[src/rtl/mix_columns_seq.sv]
// Iterative AES MixColumns: one shared column datapath walks the four columns
// of a 128-bit state, with an optional pass-through for the final round.
module mix_columns_seq #(
  parameter bit BYPASS_EN = 1'b1
) (
  input  logic         clk,
  input  logic         rst,
  input  logic         flush,
  input  logic         in_valid,
  output logic         in_ready,
  input  logic [127:0] in_state,
  input  logic         in_bypass,
  output logic         out_valid,
  input  logic         out_ready,
  output logic [127:0] out_state,
  output logic         busy,
  output logic [1:0]   col_idx
);

  typedef enum logic [1:0] {
    S_IDLE = 2'd0,
    S_RUN  = 2'd1,
    S_DONE = 2'd2
  } state_t;

  function automatic logic [7:0] xtime(input logic [7:0] x);
    xtime = {x[6:0], 1'b0} ^ (x[7] ? 8'h1B : 8'h00);
  endfunction

  // Row 0 sits in the MSB byte; each output byte is 2*a_i ^ 3*a_(i+1) ^ a_(i+2) ^ a_(i+3).
  function automatic logic [31:0] mix_col(input logic [31:0] c);
    logic [7:0] a0, a1, a2, a3;
    a0 = c[31:24];
    a1 = c[23:16];
    a2 = c[15:8];
    a3 = c[7:0];
    mix_col = {xtime(a0) ^ xtime(a1) ^ a1 ^ a2 ^ a3,
               xtime(a1) ^ xtime(a2) ^ a2 ^ a3 ^ a0,
               xtime(a2) ^ xtime(a3) ^ a3 ^ a0 ^ a1,
               xtime(a3) ^ xtime(a0) ^ a0 ^ a1 ^ a2};
  endfunction

  state_t         r_state;
  logic [127:0]   r_work;
  logic [127:0]   r_result;
  logic [1:0]     r_col;
  logic [31:0]    w_col_in;
  logic [31:0]    w_col_out;

  always_comb begin
    w_col_in = 32'h0000_0000;
    case (r_col)
      2'd0:    w_col_in = r_work[127:96];
      2'd1:    w_col_in = r_work[95:64];
      2'd2:    w_col_in = r_work[63:32];
      2'd3:    w_col_in = r_work[31:0];
      default: w_col_in = 32'h0000_0000;
    endcase
  end

  assign w_col_out = mix_col(w_col_in);

  // flush outranks every transition, including an input handshake in IDLE.
  always_ff @(posedge clk or posedge rst) begin
    if (rst) begin
      r_state  <= S_IDLE;
      r_work   <= 128'h0;
      r_result <= 128'h0;
      r_col    <= 2'd0;
    end else if (flush) begin
      r_state <= S_IDLE;
      r_col   <= 2'd0;
    end else begin
      case (r_state)
        S_IDLE: begin
          if (in_valid) begin
            r_work <= in_state;
            r_col  <= 2'd0;
            if (in_bypass && BYPASS_EN) begin
              r_result <= in_state;
              r_state  <= S_DONE;
            end else begin
              r_state <= S_RUN;
            end
          end
        end
        S_RUN: begin
          case (r_col)
            2'd0:    r_result[127:96] <= w_col_out;
            2'd1:    r_result[95:64]  <= w_col_out;
            2'd2:    r_result[63:32]  <= w_col_out;
            2'd3:    r_result[31:0]   <= w_col_out;
            default: r_result         <= r_result;
          endcase
          r_col <= r_col + 2'd1;
          if (r_col == 2'd3) begin
            r_state <= S_DONE;
          end
        end
        S_DONE: begin
          if (out_ready) begin
            r_state <= S_IDLE;
          end
        end
        default: begin
          r_state <= S_IDLE;
          r_col   <= 2'd0;
        end
      endcase
    end
  end

  assign in_ready  = (r_state == S_IDLE);
  assign out_valid = (r_state == S_DONE);
  assign busy      = (r_state != S_IDLE);
  assign out_state = r_result;
  assign col_idx   = r_col;

endmodule

[config.mk]
export PLATFORM = sky130hd
export DESIGN_NAME = mix_columns_seq
export DESIGN_NICKNAME = d
export VERILOG_FILES = /design/src/rtl/mix_columns_seq.sv
export SDC_FILE = /design/constraint.sdc
export NUM_CORES = 1
export LEC_CHECK = 0
export BUFFER_PORTS_ARGS = -buffer_cell sky130_fd_sc_hd__buf_2
export CORE_MARGIN = 2
export CORE_UTILIZATION = 40
export CTS_CLUSTER_SIZE = 16
export DETAILED_ROUTE_END_ITERATION = 12
export PLACE_DENSITY = 0.74
export SLEW_MARGIN = 20
export SYNTH_ARGS = -nofsm -noshare
export SYNTH_HDL_FRONTEND = slang
export SYNTH_SLANG_ARGS = --single-unit
[constraint.sdc]
create_clock -name clk -period 7.8 [get_ports clk]
set_clock_uncertainty 0.05 [all_clocks]
set_input_delay 0.39 -clock clk [delete_from_list [all_inputs] [get_ports clk]]
set_output_delay 0.39 -clock clk [all_outputs]
set_load 0.005 [all_outputs]
* Yosys cells after proc, flatten, opt, wreduce, memory -nomap -nowiden *
Index checks and enable logic that the tools add are counted.

word-level totals
  flip-flop bits (word level) = 260
  input port bits = 134
  output and inout port bits = 133
  word-level logic and storage cells = 76

cells by class
  $add $sub $neg = 1
  equal/unequal tests = 15
  muxes and demuxes = 21
  bitwise operators = 21
  reductions and logical operators = 11

operators with widths
  operator             count
  $mux 128             2
  $pmux 128 s2         1
  $mux 32              4
  $pmux 32 s4          1
  $xor 8x8->8          16
  $xor 8x5->8          4
  $mux 5               4
  $reduce_and 5->1     4
  $mux 2               7
  $pmux 2 s3           2
  $ne 2x1->1 const B   4
  $eq 2x2->1 const B   3
  $ne 2x2->1 const B   3
  $ne 3x3->1 const B   2
  $reduce_and 3->1     2
  $eq 2x1->1 const B   2
  $logic_not 2->1      2
  $reduce_bool 2->1    2
  $ne 3x2->1 const B   1
  $add 2x1->2 const B  1
  $reduce_and 2->1     1
  $not 1->1            1

* Logic depth before layout (Yosys ltp) *
Gate-level depths: netlist (run 1).

  depth in word-level cells = 10
  gate-level depth with buffers = 11
  gate-level depth less buffers = 8

* Least setup slack after synthesis (run 1) *
OpenSTA, ideal clock, no wires.

  path kind = register to register
  from = register r_col[0] (netlist: col_idx[0])
  to = register r_result[113] (netlist: out_state[113])
  library setup time = 0.087 ns
  data arrival time = 2.663 ns
  path slack = 5.000 ns
  cell stages (with the launch flop) = 11
  cells stage by stage = dfrtp_1 -> inv_1 -> ha_1 -> buf_4 -> clkbuf_1 -> a222oi_1 -> xnor2_1 -> mux2_2 -> nor4_1 -> mux2i_1 -> o211ai_1

between the ends
  word-level cells in the longest chain between the ends = 10

RTL lines
  what                                      line  RTL
  start, declared                           46    logic [1:0] r_col;
  start signal, assigned                    95    r_col <= r_col + 2'd1;
  $eq 2x2->1, or another cell as far along  52    case (r_col)
  $pmux 32 s4                               52
  $mux 5                                    27    xtime = {x[6:0], 1'b0} ^ (x[7] ? 8'h1B : 8'h00);
  $xor 8x5->8                               27
  $xor 8x8->8 (4 in series)                 38    xtime(a1) ^ xtime(a2) ^ a2 ^ a3 ^ a0,
  $mux 32                                   88    case (r_col)
  $pmux 128 s2                              74    case (r_state)
  end signal, assigned                      80    r_result <= in_state;
  end signal, assigned                      89    2'd0: r_result[127:96] <= w_col_out;
  end signal, assigned                      93    default: r_result <= r_result;
  end, declared                             45    logic [127:0] r_result;

Parallel ways exist; a longest one is shown, timed or not. The select of a mux whose other input is x is not followed.
A chain may end at the register's enable or synchronous reset.

* Worst setup path in the final report (run 1) *
  from = register r_col[0] (netlist: col_idx[0])
  to = register r_result[56] (netlist: out_state[56])

between the ends
  word-level cells in the longest chain between the ends = 10

RTL lines
  what                                      line  RTL
  $eq 2x2->1, or another cell as far along  52
  $pmux 32 s4                               52
  $mux 5                                    27
  $xor 8x5->8                               27
  $xor 8x8->8 (4 in series)                 37    mix_col = {xtime(a0) ^ xtime(a1) ^ a1 ^ a2 ^ a3,
  $mux 32                                   88
  $pmux 128 s2                              74
  end signal, assigned                      80
  end signal, assigned                      91    2'd2: r_result[63:32] <= w_col_out;
  end signal, assigned                      93

Parallel ways exist; a longest one is shown, timed or not. The select of a mux whose other input is x is not followed.

==> impl_metrics.ini, run 1 <==
[route]
num_vias = 12600
detail_route.wirelength_um = 51600
drt-initial-drc-count = 1432
vias_per_cell = 5.99
drt.antenna.violating_nets = 0
drcViolationCount = 0
firstDrtPassIters = 9
routed_wire_length_per_instance_um = 24.5

[placement]
routabilityCongestion = 0.936
detailed_place.area_um2 = 16100
buffer_ports.inserted = 266
dpl.cell_count = 2046
hpwl_um = 36500

[clock_tree]
clkTransAtPathRegs_ps = 60
later_pin_clock_latency_in_the_skew_report_ps = 560
cts_tree = yes
tritoncts.num_buffers = 28
clock_net_sink_count = 260
cts-root-buf = sky130_fd_sc_hd__clkbuf_16
cts-root-to-sink-buffers = 3
ctsHtreeMaxLevel = 1

[sta]
rsz0062_at_grt = no
min_period_over_period = 0.551
report.final.setup_viol = 0
relSlewSlack = 0.209
slew_violations = 0
min_period_ps = 4300
hold_ws_ps = -17.6
final-hold-violation-count = 6
fin_setup_tns_ps = 0
timing.fmax_ghz = 0.233
worstMarginPinSlew_ps = 1190

[setup_path]
crit_path_top_delay_cell = sky130_fd_sc_hd__a222oi_1
crit_path_start_kind = flop
element_type_at_the_critical_path_end = flop
worstPathRequired_ps = 8140
timing_worst_setup_path_type = flop to flop
worst_path_dominant_cell_family = compound AO/OA/AOI/OAI gates
worst-path-max-fanout = 21
worstPathCellList = ha_1, buf_4, a222oi_1, xnor2_1, xor3_1, nor2_1, o21ai_0, a21oi_1
critical_path.max_stage_delay_ps = 950
cp.buffers_inverters = 1
critPathArrivalTime_ps = 4640

[yosys]
top_cells_by_instance_count_after_synthesis = sky130_fd_sc_hd__dfrtp_1, sky130_fd_sc_hd__a21oi_1, sky130_fd_sc_hd__mux2_2, sky130_fd_sc_hd__o21ai_0, sky130_fd_sc_hd__nand2_1
number_of_synthesized_flops_with_an_enable_pin = 0
postSynthNetCount = 1542
yosysMostFrequentCell = sky130_fd_sc_hd__dfrtp_1
post_synth.cell_area_avg_um2 = 10.2
synth-seq-cells = 260
netlist-cell-type-count = 47
post_synth_inst_count = 1404
cell_taking_the_most_area_after_synthesis = sky130_fd_sc_hd__dfrtp_1
commonest_register_cell_after_synthesis = sky130_fd_sc_hd__dfrtp_1
synth_async_sr_flop_share = 1.00
yosysWarnings = 0
mappedNetlistArea_um2 = 14400
ys_top_cells_by_area = sky130_fd_sc_hd__dfrtp_1, sky130_fd_sc_hd__mux2_2, sky130_fd_sc_hd__xnor2_1, sky130_fd_sc_hd__a21oi_1, sky130_fd_sc_hd__o21ai_0
synth-seq-area-share = 0.453
fraction_of_synthesized_cell_area_taken_by_the_top_area_cell_type = 0.453

[floorplan]
io-pin-count = 267
std_cell_rows = 69
die_h_um = 193
die_area_um2 = 37400
floorplan.core_area_um2 = 35500
start_util = 0.404
die_width_um = 193

[power]
peakVddDrop_v = 0.000133
power.density_cell_area_nw_per_um2 = 336
power_leakage_nw = 7.70

[layout]
final_net_count = 1754
layout.cells.non_filler = 2103
areaGrowthSynthToFinish_pct = 19.2
final_layout_size_suffix_gt1_frac = 0.305
fin_area_um2 = 17100
filler_cell_count = 3215
area_occupied_by_multi_input_gates_um2 = 7430
register_area_um2 = 6510
finish.utilization = 0.482

[global_route]
overflow_left_after_global_routing = 0
antenna_found_initial = 7
global_route.usage.met1 = 0.374
grt.total_usage = 0.267
number_of_global_route_vias_before_repair = 12500
grt.met2_usage = 0.406
grt_first_pass_wirelength_um = 77900
globalRouteMet3Util = 0.0622
grt_start_max_net_pins = 133
top_usage_layer = met2

[run]
cap_viol_max_count = 0

[worst_hold_path]
timing.hold.worst.class = primary input to async pin

[outcome]
outcome = finished, violations left
failed_checks = negative hold slack
[registers in the layout, summed over array words and instances (netlist names)]
name and cells:
out_state 128, r_state 2, r_work 128, col_idx 2
[metal layers]
metal / routed length, µm / up-vias
met2: 22900 / 588
li1: - / 5582
met3: 4490 / 103
met1: 22300 / 6314
met4: 1820 / 6
met5: 41 / -
[timing repair]
item / in CTS / in global routing
hold buffers: 1 / 0
setup buffers: 0 / 0
gates resized for setup: 0 / 0
hold endpoints to repair: 1 / 0
[cells by family after synthesis]
kind of cell	count (synthesis)	synth area share
and+or+nand+nor	330	0.118
AOI/OAI and AO/OA	396	0.176
adders and majority gates	4	0.00349
DFF	260	0.453
muxes	149	0.116
xor gates and xnor gates	149	0.0995
buffers and inverters	116	0.0340
[power by group]
group	total (W)	internal [W]	leakage, nW	switching, W
registers	0.00207	0.00174	3.12	0.000336
logic	0.00220	0.000868	4.08	0.00133
clock network	0.00148	0.000910	0.502	0.000568
total	0.00575	0.00352	7.70	0.00224
[final cells by class]
| cell class | count | area share |
|---|---|---|
| Sequential cell | 260 | 0.380 |
| Tap cell | 461 | 0.0337 |
| Clock buffer | 43 | 0.0496 |
| Clock inverter | 9 | 0.00995 |
| Inverter | 6 | 0.00176 |
| Timing Repair Buffer | 292 | 0.0896 |
| Multi-Input combinational cell | 1028 | 0.434 |
| Antenna cell | 4 | 0.000585 |
[path summary, 6_finish.rpt]
path | depth (start not counted) | endpoint | slack, ps | start
hold / removal | 2 | out_state[78] | -20 | rst
hold reg to reg | 2 | out_state[4] | 430 | out_state[4]
max in group asynchronous | 3 | out_state[27] | 6420 | rst
setup reg to reg | 8 | out_state[56] | 3500 | col_idx[0]
min in group clk | 2 | r_work[98] | 30 | in_state[98]
setup / recovery | 8 | out_state[56] | 3500 | col_idx[0]
[per-stage QoR]
step,setup slack (ps),hold WS [ps],total power (W)
after CTS,3560,20.0,0.00571
after global placement,3690,417,0.00416
after detailed placement,3580,426,0.00423
after global routing,3260,22.8,0.00604
after floorplan,205,406,0.00334
final,3500,-17.6,0.00575
[cells in the final DEF (no fill, tap or decap), types with 6 or more instances in the layout]
master,netlist,final
sky130_fd_sc_hd__nand4_1,40,40
sky130_fd_sc_hd__nand2_1,93,92
sky130_fd_sc_hd__buf_2,6,270
sky130_fd_sc_hd__clkbuf_1,90,7
sky130_fd_sc_hd__nor2_1,50,50
sky130_fd_sc_hd__o2111ai_1,17,17
sky130_fd_sc_hd__and2_1,12,12
sky130_fd_sc_hd__xnor2_1,85,85
sky130_fd_sc_hd__or4_1,6,6
sky130_fd_sc_hd__mux2_2,135,135
sky130_fd_sc_hd__mux2i_1,14,14
sky130_fd_sc_hd__a222oi_1,32,32
sky130_fd_sc_hd__xor2_1,53,53
sky130_fd_sc_hd__o211ai_1,7,7
sky130_fd_sc_hd__buf_4,4,20
sky130_fd_sc_hd__nand2b_1,19,19
sky130_fd_sc_hd__o211a_1,20,20
sky130_fd_sc_hd__dfrtp_1,260,260
sky130_fd_sc_hd__o21ai_2,8,9
sky130_fd_sc_hd__o21ai_0,109,105
sky130_fd_sc_hd__nand3_1,9,9
sky130_fd_sc_hd__clkbuf_16,0,29
sky130_fd_sc_hd__o32a_1,9,9
sky130_fd_sc_hd__nor3_1,15,14
sky130_fd_sc_hd__and3_1,76,76
sky130_fd_sc_hd__o21ai_1,21,21
sky130_fd_sc_hd__a21oi_1,136,136
sky130_fd_sc_hd__clkbuf_8,0,7
sky130_fd_sc_hd__a32oi_1,21,21
Note: power is estimated with default switching activity, not from simulation.
==> run 2, diff against run 1 <==
clock period = 3.6 ns   (was 7.8 ns; I/O delays follow)
==> impl_metrics.ini, run 2 (same netlist as run 1, synthesis figures left out) <==
[route]
detail_route.wirelength_um = 53700
routed_wire_length_per_instance_um = 23.4
maxUsedRoutingLayer = met5
met2WireLength_um = 24000
firstDrtPassIters = 6
drcViolationCount = 0
routedLengthMet1_um = 22000
drt-initial-drc-count = 1786
met3_wirelength_um = 5330
drt.antenna.violating_nets = 0
num_vias = 13700
vias_per_cell = 5.95

[layout]
layout.cells.non_filler = 2294
final_net_count = 1951
final_layout_size_suffix_gt1_frac = 0.309
final_common_cell = sky130_fd_sc_hd__buf_2
top_library_cells_by_usage_in_the_layout_fill_and_taps_aside = sky130_fd_sc_hd__buf_2, sky130_fd_sc_hd__dfrtp_1, sky130_fd_sc_hd__a21oi_1
finish.utilization = 0.534
diodes = 0
areaGrowthSynthToFinish_pct = 31.9

[placement]
placement.setup.worst_slack_ps = -205
buffer_ports.inserted = 266
hpwl_um = 37500
dpl.cell_count = 2103
routabilityCongestion = 0.940

[power]
share_of_total_power_in_sequential_cells = 0.353
power.density_cell_area_nw_per_um2 = 668
share_clk_of_total_power = 0.225
power.combinational.fraction = 0.421
p_sw_frac = 0.393
peakVddDrop_v = 0.000325
intPower_w = 0.00768
power_leakage_nw = 8.56
power_switching_w = 0.00497

[floorplan]
std_cell_rows = 69
start_util = 0.404
floorplan.core_area_um2 = 35500
io-pin-count = 267
die_h_um = 193
die_area_um2 = 37400
die_width_um = 193

[setup_path]
worst-path-max-fanout = 24
r2r.worst_path.cells = 10
critPathArrivalTime_ps = 3900
crit_path_start_kind = flop
element_type_at_the_critical_path_end = flop
timing_worst_setup_path_type = flop to flop
worstPathRequired_ps = 3980
reg2reg_from = col_idx[0]
worst_setup_path_startpoint = col_idx[0]

[global_route]
grt_start_max_net_pins = 108
grt_first_pass_wirelength_um = 81200
number_of_global_route_vias_before_repair = 13500
overflow_left_after_global_routing = 0
grt.total_usage = 0.276
antenna_found_initial = 2

[run]
cap_viol_max_count = 0

[clock_tree]
tritoncts.num_buffers = 26
clock_net_sink_count = 260
cts-root-to-sink-buffers = 3
clkTransAtPathRegs_ps = 70
cts-root-buf = sky130_fd_sc_hd__clkbuf_16
cts_tree = yes
later_pin_clock_latency_in_the_skew_report_ps = 550
ctsHtreeMaxLevel = 1

[sta]
slew_violations = 0
final_worst_setup_slack_ps = 88.8
min_period_over_period = 0.975
timing.fmax_ghz = 0.285
report.final.setup_viol = 0
relSlewSlack = 0.359
final-hold-violation-count = 0
rsz0062_at_grt = no
worstMarginPinSlew_ps = 960
min_period_ps = 3510

[outcome]
outcome = completed

[worst_hold_path]
timing.hold.worst.class = primary input to async pin
==> run 2: cell count changes in the layout (fill, tap and decap cells not counted), sizes merged <==
| cell | delta |
|---|---|
| diode | -4 |
| dlygate4sd3 | +133 |
| bufinv | -3 |
| clkbuf | -3 |
| buf | +66 |
| clkinvlp | +2 |
==> run 2: through the flow <==
| stage | power, W | setup TNS [ps] | area (µm²) | hold WS, ps |
|---|---|---|---|---|
| after floorplan | 0.00724 | -14970 | 14400 | 196 |
| after global placement | 0.00935 | -408 | 16600 | 316 |
| after detailed placement | 0.00951 | -690 | 16600 | 314 |
| after CTS | 0.0125 | 0 | 18800 | 361 |
| after global routing | 0.0132 | 0 | 18900 | 378 |
| final | 0.0127 | 0 | 18900 | 306 |
==> run 2: repair_timing <==
item | CTS | global route
pin swaps | 2 | 2
buffers inserted | 4 | 4
hold endpoints to repair | 488 | 0
setup endpoints to repair | 8 | 34
resized for setup | 1 | 5
hold buffers | 134 | 0
==> run 2: power by group through the flow <==
| stage | logic (W) | registers [W] | clock network, W |
|---|---|---|---|
| after floorplan | 0.00293 | 0.00432 | 0 |
| after global placement | 0.00490 | 0.00446 | 0 |
| after detailed placement | 0.00503 | 0.00449 | 0 |
| after CTS | 0.00520 | 0.00445 | 0.00284 |
| after global routing | 0.00571 | 0.00455 | 0.00298 |
| final | 0.00533 | 0.00447 | 0.00285 |
==> run 2: area by class of cell <==
| type | count | area (µm²) |
|---|---|---|
| inverters | 6 | 26.3 |
| flip-flops and latches | 260 | 6510 |
| clock buffers | 40 | 773 |
| repair buffers | 491 | 3480 |
| fillers | 3053 | 16500 |
| clock inverters | 8 | 110 |
| multi-input cells | 1028 | 7470 |
| well taps | 461 | 577 |
==> run 2: path summary, 6_finish.rpt <==
kind	endpoint	slack, ps
worst max-delay path	out_state[25]	90
worst min register to register	out_state[4]	430
min in group clk	r_work[110]	370
worst max register to register	out_state[25]	90
max in group asynchronous	r_work[110]	2450
worst min-delay path	r_work[45]	310
==> run 2: routing by layer <==
layer,vias up,track usage
li1,5985,-
met3,138,0.0631
met2,800,0.418
met4,2,0.120
met1,6729,0.378
met5,-,0
==> run 2: critical path: stages (launching register included) <==
cell and delay [ps]:
sky130_fd_sc_hd__dfrtp_1 420, sky130_fd_sc_hd__inv_1 110, sky130_fd_sc_hd__ha_1 510, sky130_fd_sc_hd__buf_4 330
sky130_fd_sc_hd__a222oi_1 650, sky130_fd_sc_hd__xor2_1 240, sky130_fd_sc_hd__o21ai_1 320, sky130_fd_sc_hd__xnor2_2 150
sky130_fd_sc_hd__buf_4 290, sky130_fd_sc_hd__a32oi_1 160, sky130_fd_sc_hd__o211a_1 140
